## src/rtl/spi_pkg.sv

```systemverilog
// ============================================================================
// Module      : spi_pkg
// Description : Shared widths and FSM state encoding for the SPI frame master.
// Revision    : 1.0 - initial release
// ============================================================================
`default_nettype none

package spi_pkg;

    localparam int SPI_CMD_W   = 8;
    localparam int SPI_DATA_W  = 32;
    localparam int SPI_FRAME_W = SPI_CMD_W + SPI_DATA_W;

    typedef enum logic [1:0] {
        IDLE  = 2'd0,
        SETUP = 2'd1,
        SHIFT = 2'd2,
        GAP   = 2'd3
    } spi_state_e;

endpackage

`default_nettype wire

```

## src/rtl/spi_clk_gen.sv

```systemverilog
// ============================================================================
// Module      : spi_clk_gen
// Description : sck half-period divider with rise/fall strobes on wrap cycles.
// Revision    : 1.0 - initial release
// ============================================================================
`default_nettype none

module spi_clk_gen #(
    parameter int CLK_DIV = 4
) (
    input  logic clk,
    input  logic nrst,
    input  logic en,
    input  logic stop,
    output logic rise,
    output logic fall,
    output logic sck
);

    localparam int CNT_W = $clog2(CLK_DIV);

    logic [CNT_W-1:0] r_cnt;
    logic             r_sck;
    logic             w_wrap;

    assign w_wrap = en && (r_cnt == CNT_W'(CLK_DIV - 1));
    assign rise   = w_wrap && !r_sck;
    assign fall   = w_wrap && r_sck;
    assign sck    = r_sck;

    // stop keeps sck low across the strobe that closes the final low phase
    always_ff @(posedge clk or negedge nrst) begin
        if (!nrst) begin
            r_cnt <= '0;
            r_sck <= 1'b0;
        end else if (!en) begin
            r_cnt <= '0;
            r_sck <= 1'b0;
        end else if (w_wrap) begin
            r_cnt <= '0;
            r_sck <= stop ? 1'b0 : ~r_sck;
        end else begin
            r_cnt <= r_cnt + CNT_W'(1);
        end
    end

endmodule

`default_nettype wire

```

## src/rtl/spi_frame_master.sv

```systemverilog
// ============================================================================
// Module      : spi_frame_master
// Description : Two-requester round-robin SPI mode-0 master, cmd+data frames.
// Revision    : 1.0 - initial release
// ============================================================================
`default_nettype none

module spi_frame_master
    import spi_pkg::*;
#(
    parameter int CLK_DIV = 4,
    parameter int CS_GAP  = 4,
    parameter int CMD_W   = SPI_CMD_W,
    parameter int DATA_W  = SPI_DATA_W
) (
    input  logic              clk,
    input  logic              nrst,
    input  logic              rq0_valid,
    input  logic [CMD_W-1:0]  rq0_cmd,
    input  logic [DATA_W-1:0] rq0_data,
    output logic              rq0_ack,
    input  logic              rq1_valid,
    input  logic [CMD_W-1:0]  rq1_cmd,
    input  logic [DATA_W-1:0] rq1_data,
    output logic              rq1_ack,
    output logic              rsp_valid,
    output logic              rsp_id,
    output logic [CMD_W-1:0]  rsp_stat,
    output logic [DATA_W-1:0] rsp_data,
    output logic              busy,
    output logic              sck,
    output logic              mosi,
    output logic              ncs,
    input  logic              miso
);

    localparam int FRAME_W = CMD_W + DATA_W;
    localparam int BIT_W   = $clog2(FRAME_W + 1);
    localparam int GAP_W   = $clog2(CS_GAP + 1);

    if (CLK_DIV < 4) begin : g_bad_clk_div
        $error("spi_frame_master: CLK_DIV must be >= 4");
    end
    if (CS_GAP < 1) begin : g_bad_cs_gap
        $error("spi_frame_master: CS_GAP must be >= 1");
    end

    spi_state_e         r_state;
    logic [FRAME_W-1:0] r_shift;
    logic [FRAME_W-1:0] r_rx;
    logic               r_id;
    logic               r_pref;
    logic [BIT_W-1:0]   r_bit_cnt;
    logic [GAP_W-1:0]   r_gap_cnt;
    logic               r_clk_en;
    logic               w_rise;
    logic               w_fall;
    logic               w_stop;
    logic               w_grant_id;

    // r_pref names the requester that wins a tie
    assign w_grant_id = (rq0_valid && rq1_valid) ? r_pref : rq1_valid;
    assign w_stop     = (r_state == SHIFT) && (r_bit_cnt == BIT_W'(FRAME_W));

    spi_clk_gen #(
        .CLK_DIV (CLK_DIV)
    ) u_clk_gen (
        .clk  (clk),
        .nrst (nrst),
        .en   (r_clk_en),
        .stop (w_stop),
        .rise (w_rise),
        .fall (w_fall),
        .sck  (sck)
    );

    always_ff @(posedge clk or negedge nrst) begin
        if (!nrst) begin
            r_state   <= IDLE;
            r_shift   <= '0;
            r_rx      <= '0;
            r_id      <= 1'b0;
            r_pref    <= 1'b0;
            r_bit_cnt <= '0;
            r_gap_cnt <= '0;
            r_clk_en  <= 1'b0;
            rq0_ack   <= 1'b0;
            rq1_ack   <= 1'b0;
            rsp_valid <= 1'b0;
            rsp_id    <= 1'b0;
            rsp_stat  <= '0;
            rsp_data  <= '0;
            busy      <= 1'b0;
            mosi      <= 1'b0;
            ncs       <= 1'b1;
        end else begin
            rq0_ack   <= 1'b0;
            rq1_ack   <= 1'b0;
            rsp_valid <= 1'b0;
            case (r_state)
                IDLE: begin
                    if (rq0_valid || rq1_valid) begin
                        r_id    <= w_grant_id;
                        r_pref  <= ~w_grant_id;
                        r_shift <= w_grant_id ? {rq1_cmd, rq1_data} : {rq0_cmd, rq0_data};
                        rq0_ack <= ~w_grant_id;
                        rq1_ack <= w_grant_id;
                        busy    <= 1'b1;
                        r_state <= SETUP;
                    end
                end
                SETUP: begin
                    // first SETUP cycle drops ncs; the divider then times the setup half-period
                    if (!r_clk_en) begin
                        ncs       <= 1'b0;
                        mosi      <= r_shift[FRAME_W-1];
                        r_clk_en  <= 1'b1;
                        r_bit_cnt <= '0;
                    end else if (w_rise) begin
                        r_state <= SHIFT;
                    end
                end
                SHIFT: begin
                    if (w_fall) begin
                        r_rx      <= {r_rx[FRAME_W-2:0], miso};
                        r_shift   <= {r_shift[FRAME_W-2:0], 1'b0};
                        mosi      <= r_shift[FRAME_W-2];
                        r_bit_cnt <= r_bit_cnt + BIT_W'(1);
                    end else if (w_rise && w_stop) begin
                        ncs       <= 1'b1;
                        mosi      <= 1'b0;
                        r_clk_en  <= 1'b0;
                        rsp_valid <= 1'b1;
                        rsp_id    <= r_id;
                        rsp_stat  <= r_rx[FRAME_W-1:DATA_W];
                        rsp_data  <= r_rx[DATA_W-1:0];
                        r_gap_cnt <= '0;
                        r_state   <= GAP;
                    end
                end
                GAP: begin
                    if (r_gap_cnt == GAP_W'(CS_GAP - 1)) begin
                        busy    <= 1'b0;
                        r_state <= IDLE;
                    end else begin
                        r_gap_cnt <= r_gap_cnt + GAP_W'(1);
                    end
                end
                default: r_state <= IDLE;
            endcase
        end
    end

endmodule

`default_nettype wire

```

## config.mk

```make
export PLATFORM = sky130hd
export DESIGN_NAME = spi_frame_master
export DESIGN_NICKNAME = d
export VERILOG_FILES = /design/src/rtl/spi_pkg.sv /design/src/rtl/spi_clk_gen.sv /design/src/rtl/spi_frame_master.sv
export SDC_FILE = /design/constraint.sdc
export NUM_CORES = 1
export LEC_CHECK = 0
export BUFFER_PORTS_ARGS = -buffer_cell sky130_fd_sc_hd__buf_4
export CAP_MARGIN = 25
export CORE_AREA = 5 5 150 152
export DETAILED_ROUTE_END_ITERATION = 12
export DIE_AREA = 0 0 155 157
export GPL_ROUTABILITY_DRIVEN = 0
export SYNTH_ARGS = -nofsm -noshare
export SYNTH_HDL_FRONTEND = slang
export SYNTH_SLANG_ARGS = --single-unit
```

## constraint.sdc

```tcl
create_clock -name clk -period 1.8 [get_ports clk]
set_input_delay 0.54 -clock clk [delete_from_list [all_inputs] [get_ports clk]]
set_output_delay 0.54 -clock clk [all_outputs]
set_load 0.1 [all_outputs]
```

==> results.txt <==
----------------------------------------------------
[Layout]
  Layout Nets ... 988
  Layout area overhead ... 35.9%
  Layout Cells excl Fill ... 1180
  Number of antenna cells inserted ... 0
  Share of layout cells above drive strength 1 ... 25.6%
  Fill cell count ... 2052
  Final core utilization ... 43.1%

[Route]
  Vias after detailed routing ... 5542
  Drt pass-1 iters ... 4
  Starting DRC count in detailed routing ... 181
  Number of antenna-violating nets in the routed design ... 0
  Routed WL ... 16.5 mm
  Average via count per standard cell ... 4.70
  DRC ... 0
  WL/cell ... 14.0 µm

[Global route]
  GRT Total Usage ... 13.5%
  Grt total ovfl ... 0
  Antenna violations before repair ... 0
  First-pass GRT wire length ... 26.8 mm
  Pin count of the biggest net entering global routing ... 43
  Number of global-route vias before repair ... 5488

[Die]
  Floorplan core area ... 0.0209 mm²
  Vertical die dimension ... 157 µm
  Die W ... 155 µm
  Row count ... 53
  Top-level I/O count ... 133
  Starting density of the core ... 31.7%
  Area of the die ... 0.0243 mm²

[Critical path]
  Arrival time at the worst endpoint ... 1.23 ns
  Setup crit end kind ... output pin
  Max FO, Critical Path ... 6
  Launch point of the critical path ... u_clk_gen.sck
  Launching element type of the critical path ... flop
  Worst endpoint required time ... 1.26 ns
  Reg2reg start ... r_state[1]
  Critical setup path kind ... reg2out
  Register-to-Register Setup Slack ... 0.05 ns

[Run]
  Max cap viols ... 0

[STA]
  Worst Skew ... 0.00779 ns
  Post-route clock period utilization ... 98.2%
  Final hold violation count ... 0
  Transition time at the pin with the least slew margin ... 0.506 ns
  Setup slack after layout ... 0.0317 ns
  Final Critical Period ... 1.77 ns
  Setup repair after global routing missed its margin ... true
  Fmax ... 0.566 GHz
  Final Max Tran Viols ... 0
  Final TNS setup ... 0 ns
  Final Setup Violations ... 0
  Max transition margin ... 66.2%

[Pwr]
  Internal Power ... 5.76 mW
  Clock group share of total power ... 51.3%
  Static power due to leakage ... 4.62 nW
  Max VDD drop ... 0.000575 V
  Power per unit of standard cell area ... 813 mW/mm²
  Logic gate share of total power ... 4.2%
  Power share of the sequential group ... 44.4%
  Switching power ... 1.55 mW
  Sw Share ... 21.2%

[Synth]
  Async set-reset flop share out of synthesis ... 100%
  Mapped Avg Cell Area ... 8.86 µm²
  Synth cell types ... 49
  Number of nets in the synthesized netlist ... 841
  Number of synthesis warnings ... 0
  Part of the Yosys area used for sequential elements ... 54.5%
  Flops & latches, synth ... 144
  Count of flip-flops with a built-in enable after synthesis ... 0
  Synth Cell Area ... 0.00662 mm²
  Yosys top cell by area ... sky130_fd_sc_hd__dfrtp_1
  Synthesized instance count ... 747
  Area share of the largest cell type after synthesis ... 54.1%
  Top area cells in the synthesized netlist ... sky130_fd_sc_hd__dfrtp_1, sky130_fd_sc_hd__nand2_1, sky130_fd_sc_hd__o31ai_1, sky130_fd_sc_hd__a211oi_1, sky130_fd_sc_hd__and3_1
  Most used flip-flop cell after synthesis ... sky130_fd_sc_hd__dfrtp_1

[Clocking]
  Max H-tree Level ... 4
  Maximum clock insertion buffer count ... 2
  Clk Latency, worst-skew pair ... 0.42 ns
  Clk sink count ... 144
  Clock input transition at the sequential cells of the worst setup and hold paths ... 0.06 ns
  Clock tree from TritonCTS ... done
  Cts bufs inserted ... 17
  CTS root buf ... sky130_fd_sc_hd__clkbuf_16

[Hold path]
  Tightest Hold Check Type ... in2async

[Run status]
  Status ... completed

[Place]
  Count of buffers from port buffering ... 132
  Placed Cells ... 1142
  DP Worst Slack ... -0.0872 ns
  HPWL reported at the end of detailed placement ... 11.2 mm

----------------------------------------------------
==> Yosys cell counts, types with 2 or more instances <==
cell type / count
sky130_fd_sc_hd__nand2b_1: 3
sky130_fd_sc_hd__or3_1: 2
sky130_fd_sc_hd__inv_1: 8
sky130_fd_sc_hd__a21oi_1: 5
sky130_fd_sc_hd__a22o_1: 2
sky130_fd_sc_hd__clkbuf_1: 35
sky130_fd_sc_hd__nor3b_1: 2
sky130_fd_sc_hd__a211oi_1: 39
sky130_fd_sc_hd__a221o_1: 2
sky130_fd_sc_hd__o21ai_0: 8
sky130_fd_sc_hd__ha_1: 9
sky130_fd_sc_hd__nor2_1: 50
sky130_fd_sc_hd__nor2b_1: 4
sky130_fd_sc_hd__a22oi_1: 3
sky130_fd_sc_hd__dfrtp_1: 143
sky130_fd_sc_hd__nand4_1: 2
sky130_fd_sc_hd__mux2_2: 2
sky130_fd_sc_hd__xnor2_1: 4
sky130_fd_sc_hd__nand3_1: 3
sky130_fd_sc_hd__nor3_1: 2
sky130_fd_sc_hd__nand2_1: 299
sky130_fd_sc_hd__and3_1: 40
sky130_fd_sc_hd__buf_2: 10
sky130_fd_sc_hd__buf_4: 2
sky130_fd_sc_hd__buf_6: 5
sky130_fd_sc_hd__o31ai_1: 40
==> sequential cells by signal, indices dropped and copies added, names as in the netlist <==
register         count
r_bit_cnt            6
r_pref               1
r_id                 1
u_clk_gen.r_cnt      2
busy                 1
rsp_valid            1
u_clk_gen.sck        1
rq0_ack              1
r_gap_cnt            3
r_shift             40
r_rx                40
rq1_ack              1
ncs                  1
rsp_stat             8
r_state              2
mosi                 1
rsp_id               1
r_clk_en             1
rsp_data            32
==> power by group through the flow <==
stage                     clock [mW]  combinational, mW  sequential (mW)
after floorplan                    0             0.0619             3.31
after global placement             0              0.316             3.31
after detailed placement           0              0.319             3.31
after CTS                       3.84              0.319             3.25
after global routing            3.98              0.344             3.25
final                           3.75              0.310             3.25
==> cell usage in the layout, fill, tap and decap left out, drive strengths merged, types with 3 or more instances in the layout <==
master	n
buf	178
o21ai	9
a21oi	5
and3	40
nor2b	4
dfrtp	143
a211oi	39
clkinv	6
xnor2	4
o31ai	40
nand2b	3
clkbuf	21
nor3	3
a22oi	3
inv	12
bufinv	4
ha	9
nor2	50
nand2	299
nand3	3
==> metal layers <==
layer | up-vias | GRT usage, % | routed length, µm
met3 | 21 | 4.15 | 1200
met4 | 0 | 5.00 | 264
met1 | 2578 | 18.4 | 7940
met2 | 159 | 20.3 | 7070
met5 | - | 0 | 0
li1 | 2784 | - | -
==> stage by stage <==
stage | hold slack (ns) | power, mW | area, µm²
final | 0.0367 | 7.31 | 8990
after global routing | 0.0677 | 7.57 | 8990
after CTS | 0.0472 | 7.41 | 8810
after detailed placement | 0.425 | 3.63 | 8160
after global placement | 0.423 | 3.62 | 8160
after floorplan | 0.244 | 3.37 | 6640
==> repair_timing <==
| action | 4_1_cts | 5_1_grt |
|---|---|---|
| endpoints found under the setup margin | 51 | 83 |
| hold buffers | 0 | 0 |
| gates resized for setup | 7 | 16 |
| pin swaps | 0 | 1 |
| gates cloned | 0 | 3 |
| setup buffers | 0 | 5 |
==> cell type report <==
| class | instances | area (µm²) | share of cell area (%) |
|---|---|---|---|
| multi-input combinational | 540 | 2790 | 31.0 |
| clock buffer | 18 | 439 | 4.88 |
| inverter | 10 | 42.5 | 0.473 |
| clock inverter | 12 | 183 | 2.03 |
| timing repair buffer | 181 | 1590 | 17.7 |
| tap | 275 | 344 | 3.83 |
| sequential | 144 | 3610 | 40.1 |
==> logic make-up (layout without fill, tap and decap cells) <==
kind of cell / after synthesis / in the layout / synth area share (%)
DFF: 144 / 144 / 54.5
xor gates and xnor gates: 4 / 4 / 0.529
buffers and inverters: 63 / 221 / 4.52
muxes: 3 / 3 / 0.491
AOI/OAI and AO/OA: 110 / 110 / 12.2
and+or+nand+nor: 414 / 414 / 26.1
adders and majority gates: 9 / 9 / 1.70
==> critical path, stage by stage, from the launching register on <==
cell                      delay, ns
sky130_fd_sc_hd__dfrtp_4       0.47
sky130_fd_sc_hd__buf_4         0.17
sky130_fd_sc_hd__buf_12        0.16
==> final timing paths <==
path / end / cells after the start
max: sck / 2
min: rsp_data[24] / 1
max reg2reg: r_shift[20] / 7
min reg2reg: u_clk_gen.r_cnt[0] / 1
max in group asynchronous: r_rx[38] / 2
min in group clk: r_rx[0] / 3
(Power assumes the default switching activity.)
